==> config.mk <==
export PLATFORM = sky130hd
export DESIGN_NAME = shift_pipe
export DESIGN_NICKNAME = d
export VERILOG_FILES = /design/src/rtl/shift_pipe.sv
export SDC_FILE = /design/constraint.sdc
export NUM_CORES = 1
export LEC_CHECK = 0
export CAP_MARGIN = 20
export CORE_MARGIN = 5
export CORE_UTILIZATION = 64
export DETAILED_ROUTE_END_ITERATION = 16
export GPL_ROUTABILITY_DRIVEN = 0
export PLACE_DENSITY = 0.88
export SYNTH_ARGS = -nofsm -noshare
export SYNTH_HDL_FRONTEND = slang
export SYNTH_SLANG_ARGS = --single-unit
==> constraint.sdc <==
create_clock -name clock -period 11.1 [get_ports clock]
set_clock_uncertainty 0.1 [all_clocks]
set_input_delay 1.665 -clock clock [delete_from_list [all_inputs] [get_ports clock]]
set_output_delay 1.665 -clock clock [all_outputs]
set_load 0.01 [all_outputs]
==> src/rtl/shift_pipe.sv <==
// Pipelined barrel shifter (SLL/SRL/SRA/ROL) with one register stage per shift-amount bit,
// global-stall valid/ready flow control and a sideband tag carried alongside the data.
module shift_pipe #(
    parameter int unsigned  WIDTH = 32,
    parameter int unsigned  TAGW  = 5,
    localparam int unsigned SHW   = $clog2(WIDTH)
) (
    input  logic             clock,
    input  logic             reset,
    input  logic             in_valid,
    output logic             in_ready,
    input  logic [WIDTH-1:0] in_data,
    input  logic [SHW-1:0]   in_amt,
    input  logic [1:0]       in_op,
    input  logic [TAGW-1:0]  in_tag,
    output logic             out_valid,
    input  logic             out_ready,
    output logic [WIDTH-1:0] out_data,
    output logic [TAGW-1:0]  out_tag,
    output logic             busy
);

    localparam logic [1:0] OP_SLL = 2'b00;
    localparam logic [1:0] OP_SRL = 2'b01;
    localparam logic [1:0] OP_SRA = 2'b10;

    logic [WIDTH-1:0] r_data [SHW];
    logic [SHW-1:0]   r_amt  [SHW];
    logic [1:0]       r_op   [SHW];
    logic [TAGW-1:0]  r_tag  [SHW];
    logic             r_sign [SHW];
    logic [SHW-1:0]   r_valid;

    logic [WIDTH-1:0] w_src_data [SHW];
    logic [SHW-1:0]   w_src_amt  [SHW];
    logic [1:0]       w_src_op   [SHW];
    logic [TAGW-1:0]  w_src_tag  [SHW];
    logic             w_src_sign [SHW];
    logic [WIDTH-1:0] w_step     [SHW];
    logic             w_advance;

    // One conditional shift by sh; the SRA fill comes from the sign captured at entry.
    function automatic logic [WIDTH-1:0] f_step(
        input logic [WIDTH-1:0] d,
        input logic [1:0]       op,
        input logic             sign,
        input logic             en,
        input int unsigned      sh
    );
        logic [WIDTH-1:0] fill;
        fill   = sign ? ~({WIDTH{1'b1}} >> sh) : '0;
        f_step = d;
        if (en) begin
            case (op)
                OP_SLL:  f_step = d << sh;
                OP_SRL:  f_step = d >> sh;
                OP_SRA:  f_step = (d >> sh) | fill;
                default: f_step = (d << sh) | (d >> (WIDTH - sh));
            endcase
        end
    endfunction

    // Stage k consumes the MSB of its amount field; the field is shifted left as it moves on.
    always_comb begin : src_sel
        w_src_data[0] = in_data;
        w_src_amt[0]  = in_amt;
        w_src_op[0]   = in_op;
        w_src_tag[0]  = in_tag;
        w_src_sign[0] = in_data[WIDTH-1];
        for (int k = 1; k < SHW; k++) begin
            w_src_data[k] = r_data[k-1];
            w_src_amt[k]  = r_amt[k-1];
            w_src_op[k]   = r_op[k-1];
            w_src_tag[k]  = r_tag[k-1];
            w_src_sign[k] = r_sign[k-1];
        end
        for (int k = 0; k < SHW; k++) begin
            w_step[k] = f_step(w_src_data[k], w_src_op[k], w_src_sign[k],
                               w_src_amt[k][SHW-1], WIDTH >> (k + 1));
        end
    end

    assign w_advance = out_ready | ~r_valid[SHW-1];

    always_ff @(posedge clock or posedge reset) begin : stage_regs
        if (reset) begin
            r_valid <= '0;
            for (int k = 0; k < SHW; k++) begin
                r_data[k] <= '0;
                r_amt[k]  <= '0;
                r_op[k]   <= '0;
                r_tag[k]  <= '0;
                r_sign[k] <= 1'b0;
            end
        end else if (w_advance) begin
            r_valid <= {r_valid[SHW-2:0], in_valid};
            for (int k = 0; k < SHW; k++) begin
                r_data[k] <= w_step[k];
                r_amt[k]  <= w_src_amt[k] << 1;
                r_op[k]   <= w_src_op[k];
                r_tag[k]  <= w_src_tag[k];
                r_sign[k] <= w_src_sign[k];
            end
        end
    end

    assign in_ready  = w_advance;
    assign out_valid = r_valid[SHW-1];
    assign out_data  = r_data[SHW-1];
    assign out_tag   = r_tag[SHW-1];
    assign busy      = |r_valid;

endmodule

# After elaboration in Yosys (flattened, before gate mapping)
# Cells that the tools add are included.
# Widths: inputs -> output; s select.
[word_totals] output_inout_bits=40 input_bits=48 wordCells=66 reg_bits=212
[classes] bitwise=12 n_mux=15 n_eq_ne=10 n_reduce_logical=6
[ops] cell="$pmux 32 s3" count=5
[ops] cell="$mux 32" count=10
[ops] cell="$or 16x32->32" count=1
[ops] cell="$or 24x32->32" count=1
[ops] cell="$or 28x32->32" count=1
[ops] cell="$or 30x32->32" count=1
[ops] cell="$or 31x32->32" count=1
[ops] cell="$or 32x1->32" count=1
[ops] cell="$or 32x16->32" count=1
[ops] cell="$or 32x2->32" count=1
[ops] cell="$or 32x4->32" count=1
[ops] cell="$or 32x8->32" count=1
[ops] cell="$eq 2x1->1 const B" count=5
[ops] cell="$eq 2x2->1 const B" count=5
[ops] cell="$logic_not 2->1" count=5
[ops] cell="$reduce_or 5->1" count=1
[ops] cell="$not 1->1" count=1
[ops] cell="$or 1x1->1" count=1

# Logic depth before layout (Yosys ltp)
[logic_depth] ltp_word=4 ltp_mapped=7 ltp_nobuf=4

# Worst setup path before layout
# No wires, ideal clock.
[synth_path] path_type="input-to-output" from="input out_ready" to="output in_ready" path_stages=5 t_required_ns=9.335 slack_ns=7.042 path_buffers=3 arrival_time_ns=2.293 path_cell_list="nor2b_1 -> buf_2 -> inv_2 -> buf_2 -> buf_2"
[synth_between] elab_chain_len=1
[synth_lines] element="start, declared" line_no="17" rtl="input logic out_ready,"
[synth_lines] element="$or 1x1->1" line_no="83" rtl="assign w_advance = out_ready | ~r_valid[SHW-1];"
[synth_lines] element="end, declared" line_no="11" rtl="output logic in_ready,"
# No other way between the ends.

# Worst setup path in the final report
# Same ends and word-level chain as after synthesis.

==> run summary <==
worst-margin pin slew = 1.10 ns
most common cell after layout, fill and taps aside = sky130_fd_sc_hd__nand2_1
final number of max-transition violations = 0
n_diodes = 0
CP peak stage delay = 0.68 ns
DRT Wirelength = 25,600 um
routed via count divided by cell count = 6.21
TritonRoute pass-1 iters = 6
Slew headroom = 0.268
Post-Syn Nets = 1,223
total clock sinks = 212
Total Die Area = 0.0203 mm2
Via Count = 8,694
number of clock buffers inserted by TritonCTS = 22
Worst setup SP type = input port
count of cell types in the netlist = 37
Worst EP required = 9.34 ns
total congestion overflow = 0
cell seen most often among critical-path stages = sky130_fd_sc_hd__clkdlybuf4s50_1
initial core utilization = 0.652
first-pass GRT wire length = 42,500 um
TritonCTS clock tree = done
synthesized area = 0.0112 mm2
synthesized area per cell = 9.56 um2
number of warnings printed during yosys synthesis = 0
post-DP HPWL = 16,500 um
total of flip-flops plus latches after synthesis = 212
count of buffers inserted at the top-level ports = 87
largest net degree at the start of global routing = 153
drt initial violations = 834
worst IR drop on VDD = 0.250 mV
type of the setup path with the least slack = in2out
row count = 48
DRC violations left = 0
buffers from clock root to sink, at most = 3
final worst-path cycle share = 0.472
share of async-settable or async-resettable flops after synthesis = 1.00
total routing usage reported by global routing = 0.250
worst-skew pair later-pin latency = 0.51 ns
sequential area share after synthesis = 0.472
leading cell types in the layout, fill and taps excluded = sky130_fd_sc_hd__nand2_1 (301), sky130_fd_sc_hd__dfrtp_1 (212), sky130_fd_sc_hd__mux2i_1 (98), sky130_fd_sc_hd__nand3_1 (98), sky130_fd_sc_hd__o21ai_0 (92)
post-cts gate resize count = 0
leakage power of the design = 5.75 nW
total power = 3.77 mW
antenna violations before repair = 0
Worst Setup End Kind = output pin
post-DR wirelength/cell = 18.3 um
number of synthesized flops with an enable pin = 0
Die Y-Extent = 142 um
Final TNS setup = 0 ns
Area Growth Syn to Fin = 10.8%
shortest period the worst path allows = 5.24 ns
Clock Pin Slew Worst Setup and Hold Paths = 0.06 ns
Final #Nets = 1,214
via count of the first global-routing pass = 8,423
setup repair bufs after CTS = 0
arrival time of data at the critical path endpoint = 3.47 ns
cell type of the slowest stage on the worst timing path = sky130_fd_sc_hd__clkdlybuf4s50_1
Max-Cap Viols = 0
number of buffers added to fix hold violations after cts = 0
clock root buffer = sky130_fd_sc_hd__clkbuf_16
cells along the critical path = clkdlybuf4s50_1 -> nor2b_4 -> inv_6 -> clkdlybuf4s50_1
number of instances in the synthesized netlist = 1,175
count of H-tree levels built during CTS = 1
number of setup violations in the final report = 0
Core ar. = 0.0172 mm2
crit-path max FO = 118
pwr/cell area = 303 mW/mm2
run status = complete, no violations
fraction of final layout cells with drive strength greater than 1 = 0.0868
number of placed I/O pins = 88
die width = 142 um
Final Hold Fails = 0
highest clock rate = 191 MHz
dominant register cell in the synthesized netlist = sky130_fd_sc_hd__dfrtp_1
class of the tightest hold or removal check = reg2reg
DRT antenna net count = 0
setup repair after global routing missed its margin = false
## worst max-delay path: cells and delay by family
kind / cells / cell delay [ns]
buffers and inverters: 3 / 1.74
AND/OR/NAND/NOR: 1 / 0.07
## cell families after synthesis
logic type	after synthesis	share of synthesized area
compound gates	273	0.189
flops	212	0.472
buf+inv	163	0.0804
xor+xnor	8	0.0109
mux	106	0.0953
simple gates	413	0.152
## registers in the layout, indices dropped and copies added, names as in the netlist
signal    cells
r_data      128
r_sign        4
out_data     32
r_amt        10
r_valid       5
r_tag        20
r_op          8
out_tag       5
## synthesized netlist by cell type (2+ instances only)
master | number | area share
sky130_fd_sc_hd__a211oi_1 | 9 | 0.0060
sky130_fd_sc_hd__a221oi_1 | 12 | 0.0094
sky130_fd_sc_hd__a2bb2oi_1 | 16 | 0.012
sky130_fd_sc_hd__and3_1 | 3 | 0.0017
sky130_fd_sc_hd__and3b_1 | 2 | 0.0016
sky130_fd_sc_hd__buf_1 | 6 | 0.0020
sky130_fd_sc_hd__buf_2 | 39 | 0.017
sky130_fd_sc_hd__buf_4 | 39 | 0.026
sky130_fd_sc_hd__buf_6 | 8 | 0.0080
sky130_fd_sc_hd__buf_8 | 3 | 0.0040
sky130_fd_sc_hd__clkbuf_1 | 35 | 0.012
sky130_fd_sc_hd__clkbuf_2 | 2 | 0.00089
sky130_fd_sc_hd__dfrtp_1 | 212 | 0.47
sky130_fd_sc_hd__inv_1 | 30 | 0.010
sky130_fd_sc_hd__mux2_2 | 8 | 0.0080
sky130_fd_sc_hd__mux2i_1 | 98 | 0.087
sky130_fd_sc_hd__nand2_1 | 301 | 0.10
sky130_fd_sc_hd__nand3_1 | 98 | 0.044
sky130_fd_sc_hd__nand3b_1 | 3 | 0.0020
sky130_fd_sc_hd__nor2b_1 | 2 | 0.0011
sky130_fd_sc_hd__o211a_1 | 25 | 0.022
sky130_fd_sc_hd__o211ai_1 | 50 | 0.033
sky130_fd_sc_hd__o211ai_2 | 48 | 0.053
sky130_fd_sc_hd__o21ai_0 | 92 | 0.041
sky130_fd_sc_hd__o21ai_1 | 11 | 0.0049
sky130_fd_sc_hd__o22ai_1 | 9 | 0.0050
sky130_fd_sc_hd__xnor2_1 | 2 | 0.0016
sky130_fd_sc_hd__xor2_1 | 2 | 0.0016
sky130_fd_sc_hd__xor2_2 | 2 | 0.0029
## path summary, 6_finish.rpt
| check | start | to | depth (start not counted) | slack (ns) |
|---|---|---|---|---|
| hold / removal | r_tag[8]$_DFFE_PP0P_ | r_tag[8]$_DFFE_PP0P_ | 2 | 0.36 |
| hold reg to reg | r_tag[8]$_DFFE_PP0P_ | r_tag[8]$_DFFE_PP0P_ | 2 | 0.36 |
| max in group asynchronous | reset | r_data[158]$_DFFE_PP0P_ | 4 | 8.01 |
| setup reg to reg | r_valid[4]$_DFFE_PP0P_ | r_data[68]$_DFFE_PP0P_ | 6 | 7.80 |
| setup / recovery | out_ready | in_ready | 4 | 5.86 |
| min in group asynchronous | reset | r_data[125]$_DFFE_PP0P_ | 2 | 1.36 |
## power breakdown
group          internal (mW)  total, mW  switching [mW]  leakage [nW]
Combinational          0.737       1.62           0.882          2.80
Sequential              1.11       1.48           0.373          2.63
Clock                  0.387      0.674           0.287         0.313
Total                   2.23       3.77            1.54          5.75
## through the flow
stage	worst slack [ns]	cell area (um2)	instances	util	hold slack (ns)
after floorplan	3.54	11200	1175	-	0.339
after global placement	5.87	11700	1361	0.678	0.348
after detailed placement	5.86	11700	1363	0.681	0.355
after CTS	5.85	12400	1396	0.718	0.368
after global routing	5.75	12500	1400	0.722	0.386
final	5.86	12500	1400	0.722	0.363
## per-layer routing
| layer | vias to the layer above | part of all wire | GRT usage |
|---|---|---|---|
| li1 | 4067 | - | - |
| met1 | 4223 | 0.42 | 0.348 |
| met2 | 344 | 0.48 | 0.411 |
| met3 | 60 | 0.065 | 0.0349 |
| met4 | 0 | 0.030 | 0.0785 |
| met5 | - | 0 | 0 |
## final cells by class
cell class | count | area [um2]
fillers | 1234 | 4780
clock buffers | 31 | 626
inverters | 31 | 129
repair buffers | 99 | 1050
clock inverters | 2 | 10.0
well taps | 225 | 282
flip-flops and latches | 212 | 5310
multi-input cells | 800 | 5050
(Power assumes the default switching activity.)
